`config.mk`:
```
export PLATFORM = sky130hd
export DESIGN_NAME = seg_scan
export DESIGN_NICKNAME = d
export VERILOG_FILES = /design/src/rtl/seg_pkg.sv /design/src/rtl/bin2bcd_seq.sv /design/src/rtl/seg_scan.sv
export SDC_FILE = /design/constraint.sdc
export NUM_CORES = 1
export LEC_CHECK = 0
export ABC_AREA = 0
export CORE_MARGIN = 1.5
export CORE_UTILIZATION = 35
export CTS_CLUSTER_DIAMETER = 40
export CTS_CLUSTER_SIZE = 12
export DETAILED_ROUTE_END_ITERATION = 8
export REMOVE_ABC_BUFFERS = 1
export SYNTH_ARGS = -nofsm -noshare
export SYNTH_HDL_FRONTEND = slang
export SYNTH_SLANG_ARGS = --single-unit
```
`constraint.sdc`:
```
create_clock -name clk -period 17.1 [get_ports clk]
set_input_delay 3.42 -clock clk [delete_from_list [all_inputs] [get_ports clk]]
set_output_delay 3.42 -clock clk [all_outputs]
set_load 0.02 [all_outputs]
```
`src/rtl/seg_pkg.sv`:
```
// Shared constants for the seven-segment scanner: digit count, converter FSM states, glyph table.
// Leading-zero blanking in decimal mode is enabled by defining LEADING_ZERO_BLANK_EN.
package seg_pkg;

    localparam int DIGITS = 8;

    typedef enum logic [1:0] {
        LOAD  = 2'd0,
        SHIFT = 2'd1,
        LATCH = 2'd2
    } conv_state_t;

    localparam logic [7:0] SEG_BLANK = 8'hFF;

    // Active-low {dp,g,f,e,d,c,b,a}; dp is left off here and applied by the scanner.
    function automatic logic [7:0] glyph(input logic [3:0] nibble);
        logic [7:0] g;
        case (nibble)
            4'h0:    g = 8'hC0;
            4'h1:    g = 8'hF9;
            4'h2:    g = 8'hA4;
            4'h3:    g = 8'hB0;
            4'h4:    g = 8'h99;
            4'h5:    g = 8'h92;
            4'h6:    g = 8'h82;
            4'h7:    g = 8'hF8;
            4'h8:    g = 8'h80;
            4'h9:    g = 8'h90;
            4'hA:    g = 8'h88;
            4'hB:    g = 8'h83;
            4'hC:    g = 8'hC6;
            4'hD:    g = 8'hA1;
            4'hE:    g = 8'h86;
            default: g = 8'h8E;
        endcase
        return g;
    endfunction

endpackage

```
`src/rtl/bin2bcd_seq.sv`:
```
// Free-running sequential binary-to-BCD converter (shift-and-add-3), one bit per cycle.
// One conversion takes LOAD + 32 x SHIFT + LATCH = 34 cycles; done is high during LATCH.
module bin2bcd_seq (
    input  logic        clk,
    input  logic        clr,
    input  logic [31:0] bin,
    output logic [39:0] bcd,
    output logic        done
);
    import seg_pkg::*;

    conv_state_t state;
    logic [4:0]  cnt;
    logic [39:0] bcd_r;
    logic [31:0] bin_r;
    logic [39:0] bcd_adj;

    function automatic logic [39:0] add3(input logic [39:0] v);
        logic [39:0] r;
        r = v;
        for (int i = 0; i < 10; i++) begin
            if (v[4*i +: 4] >= 4'd5)
                r[4*i +: 4] = v[4*i +: 4] + 4'd3;
        end
        return r;
    endfunction

    always_comb bcd_adj = add3(bcd_r);

    // bin is captured only in LOAD, so input changes mid-conversion are ignored.
    always_ff @(posedge clk or posedge clr) begin
        if (clr) begin
            state <= LOAD;
            cnt   <= 5'd0;
            bcd_r <= 40'd0;
            bin_r <= 32'd0;
        end else begin
            case (state)
                LOAD: begin
                    bin_r <= bin;
                    bcd_r <= 40'd0;
                    cnt   <= 5'd0;
                    state <= SHIFT;
                end
                SHIFT: begin
                    {bcd_r, bin_r} <= {bcd_adj[38:0], bin_r, 1'b0};
                    cnt            <= cnt + 5'd1;
                    if (cnt == 5'd31)
                        state <= LATCH;
                end
                LATCH:   state <= LOAD;
                default: state <= LOAD;
            endcase
        end
    end

    assign bcd  = bcd_r;
    assign done = (state == LATCH);

endmodule

```
`src/rtl/seg_scan.sv`:
```
// Eight-digit multiplexed seven-segment driver showing data in hex or decimal.
// Define LEADING_ZERO_BLANK_EN to blank leading zeros in decimal mode.
module seg_scan #(
    parameter int SCAN_DIV = 100000,
    parameter int DIGITS   = 8
) (
    input  logic        clk,
    input  logic        clr,
    input  logic        mod,
    input  logic [31:0] data,
    output logic [7:0]  SEG,
    output logic [7:0]  AN
);
    import seg_pkg::*;

    localparam int PW = (SCAN_DIV > 1) ? $clog2(SCAN_DIV) : 1;
    localparam int IW = $clog2(DIGITS);

    logic          mod_q;
    logic [31:0]   hex_q;
    logic [31:0]   dec_q;
    logic          ovf_q;
    logic [PW-1:0] pre;
    logic [IW-1:0] idx;
    logic          wrap;
    logic [39:0]   bcd;
    logic          done;
    logic [31:0]   disp;
    logic [31:0]   disp_sh;
    logic [7:0]    seg_next;
    logic [7:0]    an_q;
    logic [7:0]    seg_q;

    bin2bcd_seq u_conv (
        .clk  (clk),
        .clr  (clr),
        .bin  (data),
        .bcd  (bcd),
        .done (done)
    );

    always_ff @(posedge clk or posedge clr) begin
        if (clr) begin
            mod_q <= 1'b1;
            hex_q <= 32'd0;
            dec_q <= 32'd0;
            ovf_q <= 1'b0;
        end else begin
            mod_q <= mod;
            hex_q <= data;
            if (done) begin
                dec_q <= bcd[31:0];
                ovf_q <= |bcd[39:32];
            end
        end
    end

    assign wrap = (pre == PW'(SCAN_DIV - 1));

    always_ff @(posedge clk or posedge clr) begin
        if (clr) begin
            pre <= '0;
            idx <= '0;
        end else if (wrap) begin
            pre <= '0;
            idx <= (idx == IW'(DIGITS - 1)) ? '0 : idx + IW'(1);
        end else begin
            pre <= pre + PW'(1);
        end
    end

    always_comb begin
        disp     = mod_q ? hex_q : dec_q;
        disp_sh  = disp >> {idx, 2'b00};
        seg_next = glyph(disp_sh[3:0]);
`ifdef LEADING_ZERO_BLANK_EN
        if (!mod_q && (idx != '0) && ((dec_q >> {idx, 2'b00}) == 32'd0))
            seg_next = SEG_BLANK;
`endif
        if (!mod_q && ovf_q)
            seg_next[7] = 1'b0;
    end

    // The outputs load the slot's digit at each wrap, so AN stays blank until the first wrap.
    always_ff @(posedge clk or posedge clr) begin
        if (clr) begin
            an_q  <= 8'hFF;
            seg_q <= SEG_BLANK;
        end else if (wrap) begin
            an_q  <= ~(8'(1) << idx);
            seg_q <= seg_next;
        end
    end

    assign AN  = an_q;
    assign SEG = seg_q;

endmodule

```
==> impl_metrics.tcl <==
set metrics [dict create \
    yosysWarnings 0 \
    synth_common_cells "dfrtp_1 (164), nand2_1 (131), o21ai_0 (101), nor2_1 (47), ha_1 (37)" \
    cp_common_cell "buf_4" \
    critPathMaxStageDelay_ps 760 \
    synthTopCellsByArea "dfrtp_1 (48%), o21ai_0 (5.9%), nand2_1 (5.8%)" \
    grt_pass1_wl_um 29500 \
    coreArea_um2 23700 \
    cts_tree "built" \
    die_h_um 159 \
    synthCells 787 \
    p_total_mw 1.04 \
    switchingPower_uw 282 \
    synth_largest_area_cell "dfrtp_1" \
    vdd_drop_max_v 0.0000623 \
    cts_root_buffer "clkbuf_16" \
    postRouteAntennaNets 0 \
    holdWs_ps 458 \
    grt_max_degree 83 \
    slew_violations 0 \
    rsz0062_at_grt "no" \
    place_ws_ps 10960 \
    synth_compound_area_share_pct 11.2 \
    cts_made_buffers 17 \
    slew-limit-headroom_pct 22.2 \
    critPathSlowestCell "buf_4" \
    drt_pass1_iterations 5 \
    worst_slack_ps 11650 \
    async_flop_share_pct 100 \
    clk_pin_slew_ps 60 \
    drt_wl_total_um 17400 \
    critPathLaunchType "input pin" \
    n_antenna_cell 0 \
    endpoint_kind "async pin" \
    cts_max_level 4 \
    regArea_um2 4560 \
    power.internal_uw 759 \
    place.gp.congestion 0.748 \
    num-fill-cells 2321 \
    numPortBuffers 50 \
    criticalPathCategory "input pin to async pin" \
    ys_seq_area_share_pct 53.5 \
    die_x_um 159 \
    post_cts_buffers 0 \
    synth_most_common_cell "dfrtp_1" \
    grt_pass1_vias 5504 \
    start_util_pct 35.9 \
    placed_cells 1123 \
    fp-row-count 56 \
    synth-xor-area-share_pct 3.09 \
    grt_usage_pct 14.7 \
    ys_ff_latch 181 \
    finalSetupTns_ps 0 \
    power_frac_seq_pct 50.0 \
    drc 0 \
    pwr-share-clk_pct 33.3 \
    p_comb_share_pct 16.6 \
    drt_iter0_markers 305 \
    clock.fmax_mhz 183 \
    swShare_pct 27.1 \
    ys.flop_type "dfrtp_1" \
    insertion_delay_ps 430 \
    grt_overflow 0 \
    fin_skew_ps 6.69 \
    vias_per_cell 4.82 \
    cp_max_fo 68 \
    synth_edf_count 0 \
    crit_required_ps 17470 \
    synthDistinctLibCells 53 \
    setup_viol 0 \
    synth_fa_ha_area_share_pct 5.44 \
    synthSimpleGateAreaFrac_pct 12.3 \
    crit_chain "clkdlybuf4s50_1, inv_6, buf_4, buf_4" \
    drv_cap 0 \
    finalCritPeriodShare_pct 31.9 \
    fin_nets 895 \
    wl_per_cell_um 15.1 \
    synthMuxAreaShare_pct 11.1 \
    status "finished clean" \
    hold_violations 0 \
    netlist_area_um2 8510 \
    cts.sink_count 181 \
    avgSynthCellArea_um2 10.8 \
    final_cells 1154 \
    cp.arrival_ps 5830 \
    cts_hold_buf 0 \
    dieArea_um2 25200 \
    antenna_found_initial 0 \
    post-route-min-period_ps 5450 \
    leakage_nw 4.38 \
    vias 5558 \
    dp_hpwl_um 11700 \
    clk_path_buf_depth 2 \
    hold_path.class "flop to flop" \
    drive_gt1_share_pct 10.2 \
    multi_input_area_um2 3680 \
    synth_top_area_share_pct 48.2 \
    cts_resized 0 \
    cellPowerDensity_nw_per_um2 106 \
    synth_top_family_by_area "simple AND/OR/NAND/NOR gates" \
    area_growth_pct 15.3 \
    io_pins 51 \
    worstMarginPinSlew_ps 1170 \
]
## worst paths after layout
kind	start	endpoint	slack, ps	cells past startpoint
worst max-delay path	clr	u_conv.state[1]	11650	4
worst min-delay path	AN[7]	AN[7]	460	2
worst max register to register	mod_q	SEG[5]	13900	9
worst min register to register	AN[7]	AN[7]	460	2
max in group clk	SEG[1]	SEG[1]	12100	1
min in group asynchronous	clr	u_conv.bcd[37]	3400	2
## state kept, by name, indices dropped and copies added (netlist names)
name          flops
AN                8
SEG               8
dec_q            32
hex_q            32
idx               3
mod_q             1
ovf_q             1
pre              17
u_conv.bcd       40
u_conv.bin_r     32
u_conv.cnt        5
u_conv.state      2
## through the flow
stage | cell area (um2) | util, %
after floorplan | 8330 | -
after global placement | 9290 | 39.2
after detailed placement | 9290 | 39.2
after CTS | 9810 | 41.4
after global routing | 9810 | 41.4
final | 9810 | 41.4
## metal layers
metal,vias to the layer above,track usage [%],part of all wire [%]
met4,0,3.99,0.65
met1,2681,21.2,51
met5,-,0,0
met3,10,3.45,3.6
li1,2782,-,-
met2,85,22.0,45
## cell usage in the layout, fill, tap and decap left out, types with 8 or more instances in the layout
| cell | instances |
|---|---|
| ha_1 | 37 |
| nor2_1 | 46 |
| inv_1 | 27 |
| mux4_2 | 8 |
| mux2i_1 | 35 |
| clkdlybuf4s50_1 | 50 |
| xnor2_1 | 19 |
| clkbuf_16 | 17 |
| nand2b_1 | 15 |
| nand3_1 | 11 |
| a22o_1 | 12 |
| o21ai_0 | 101 |
| dfstp_2 | 17 |
| nand2_1 | 131 |
| mux4_1 | 9 |
| dfrtp_1 | 162 |
| a21oi_1 | 29 |
| xor2_1 | 11 |
| mux2_2 | 16 |
## power groups by stage
stage	sequential (mW)	clock [mW]	combinational (mW)
3_3_place_gp	0.527	0	0.171
5_1_grt	0.528	0.376	0.199
2_1_floorplan	0.514	0	0.137
6_report	0.521	0.347	0.173
4_1_cts	0.521	0.358	0.176
3_5_place_dp	0.528	0	0.174
## cells by family after synthesis
logic type	count (synthesis)
compound gates	168
xor+xnor	30
fa+ha+maj	37
buf+inv	68
flops	181
mux	68
simple gates	235
## layout make-up
| type | count | area share (%) |
|---|---|---|
| Sequential cell | 181 | 46.5 |
| Multi-Input combinational cell | 538 | 37.5 |
| Tap cell | 319 | 4.07 |
| Inverter | 29 | 1.17 |
| Clock buffer | 23 | 4.67 |
| Clock inverter | 8 | 0.549 |
| Timing Repair Buffer | 56 | 5.56 |
## critical path, delay by kind of cell
family / cells / cell delay [ps]
buffers and inverters: 4 / 2330
No activity file was read; power rests on OpenSTA's default activity.
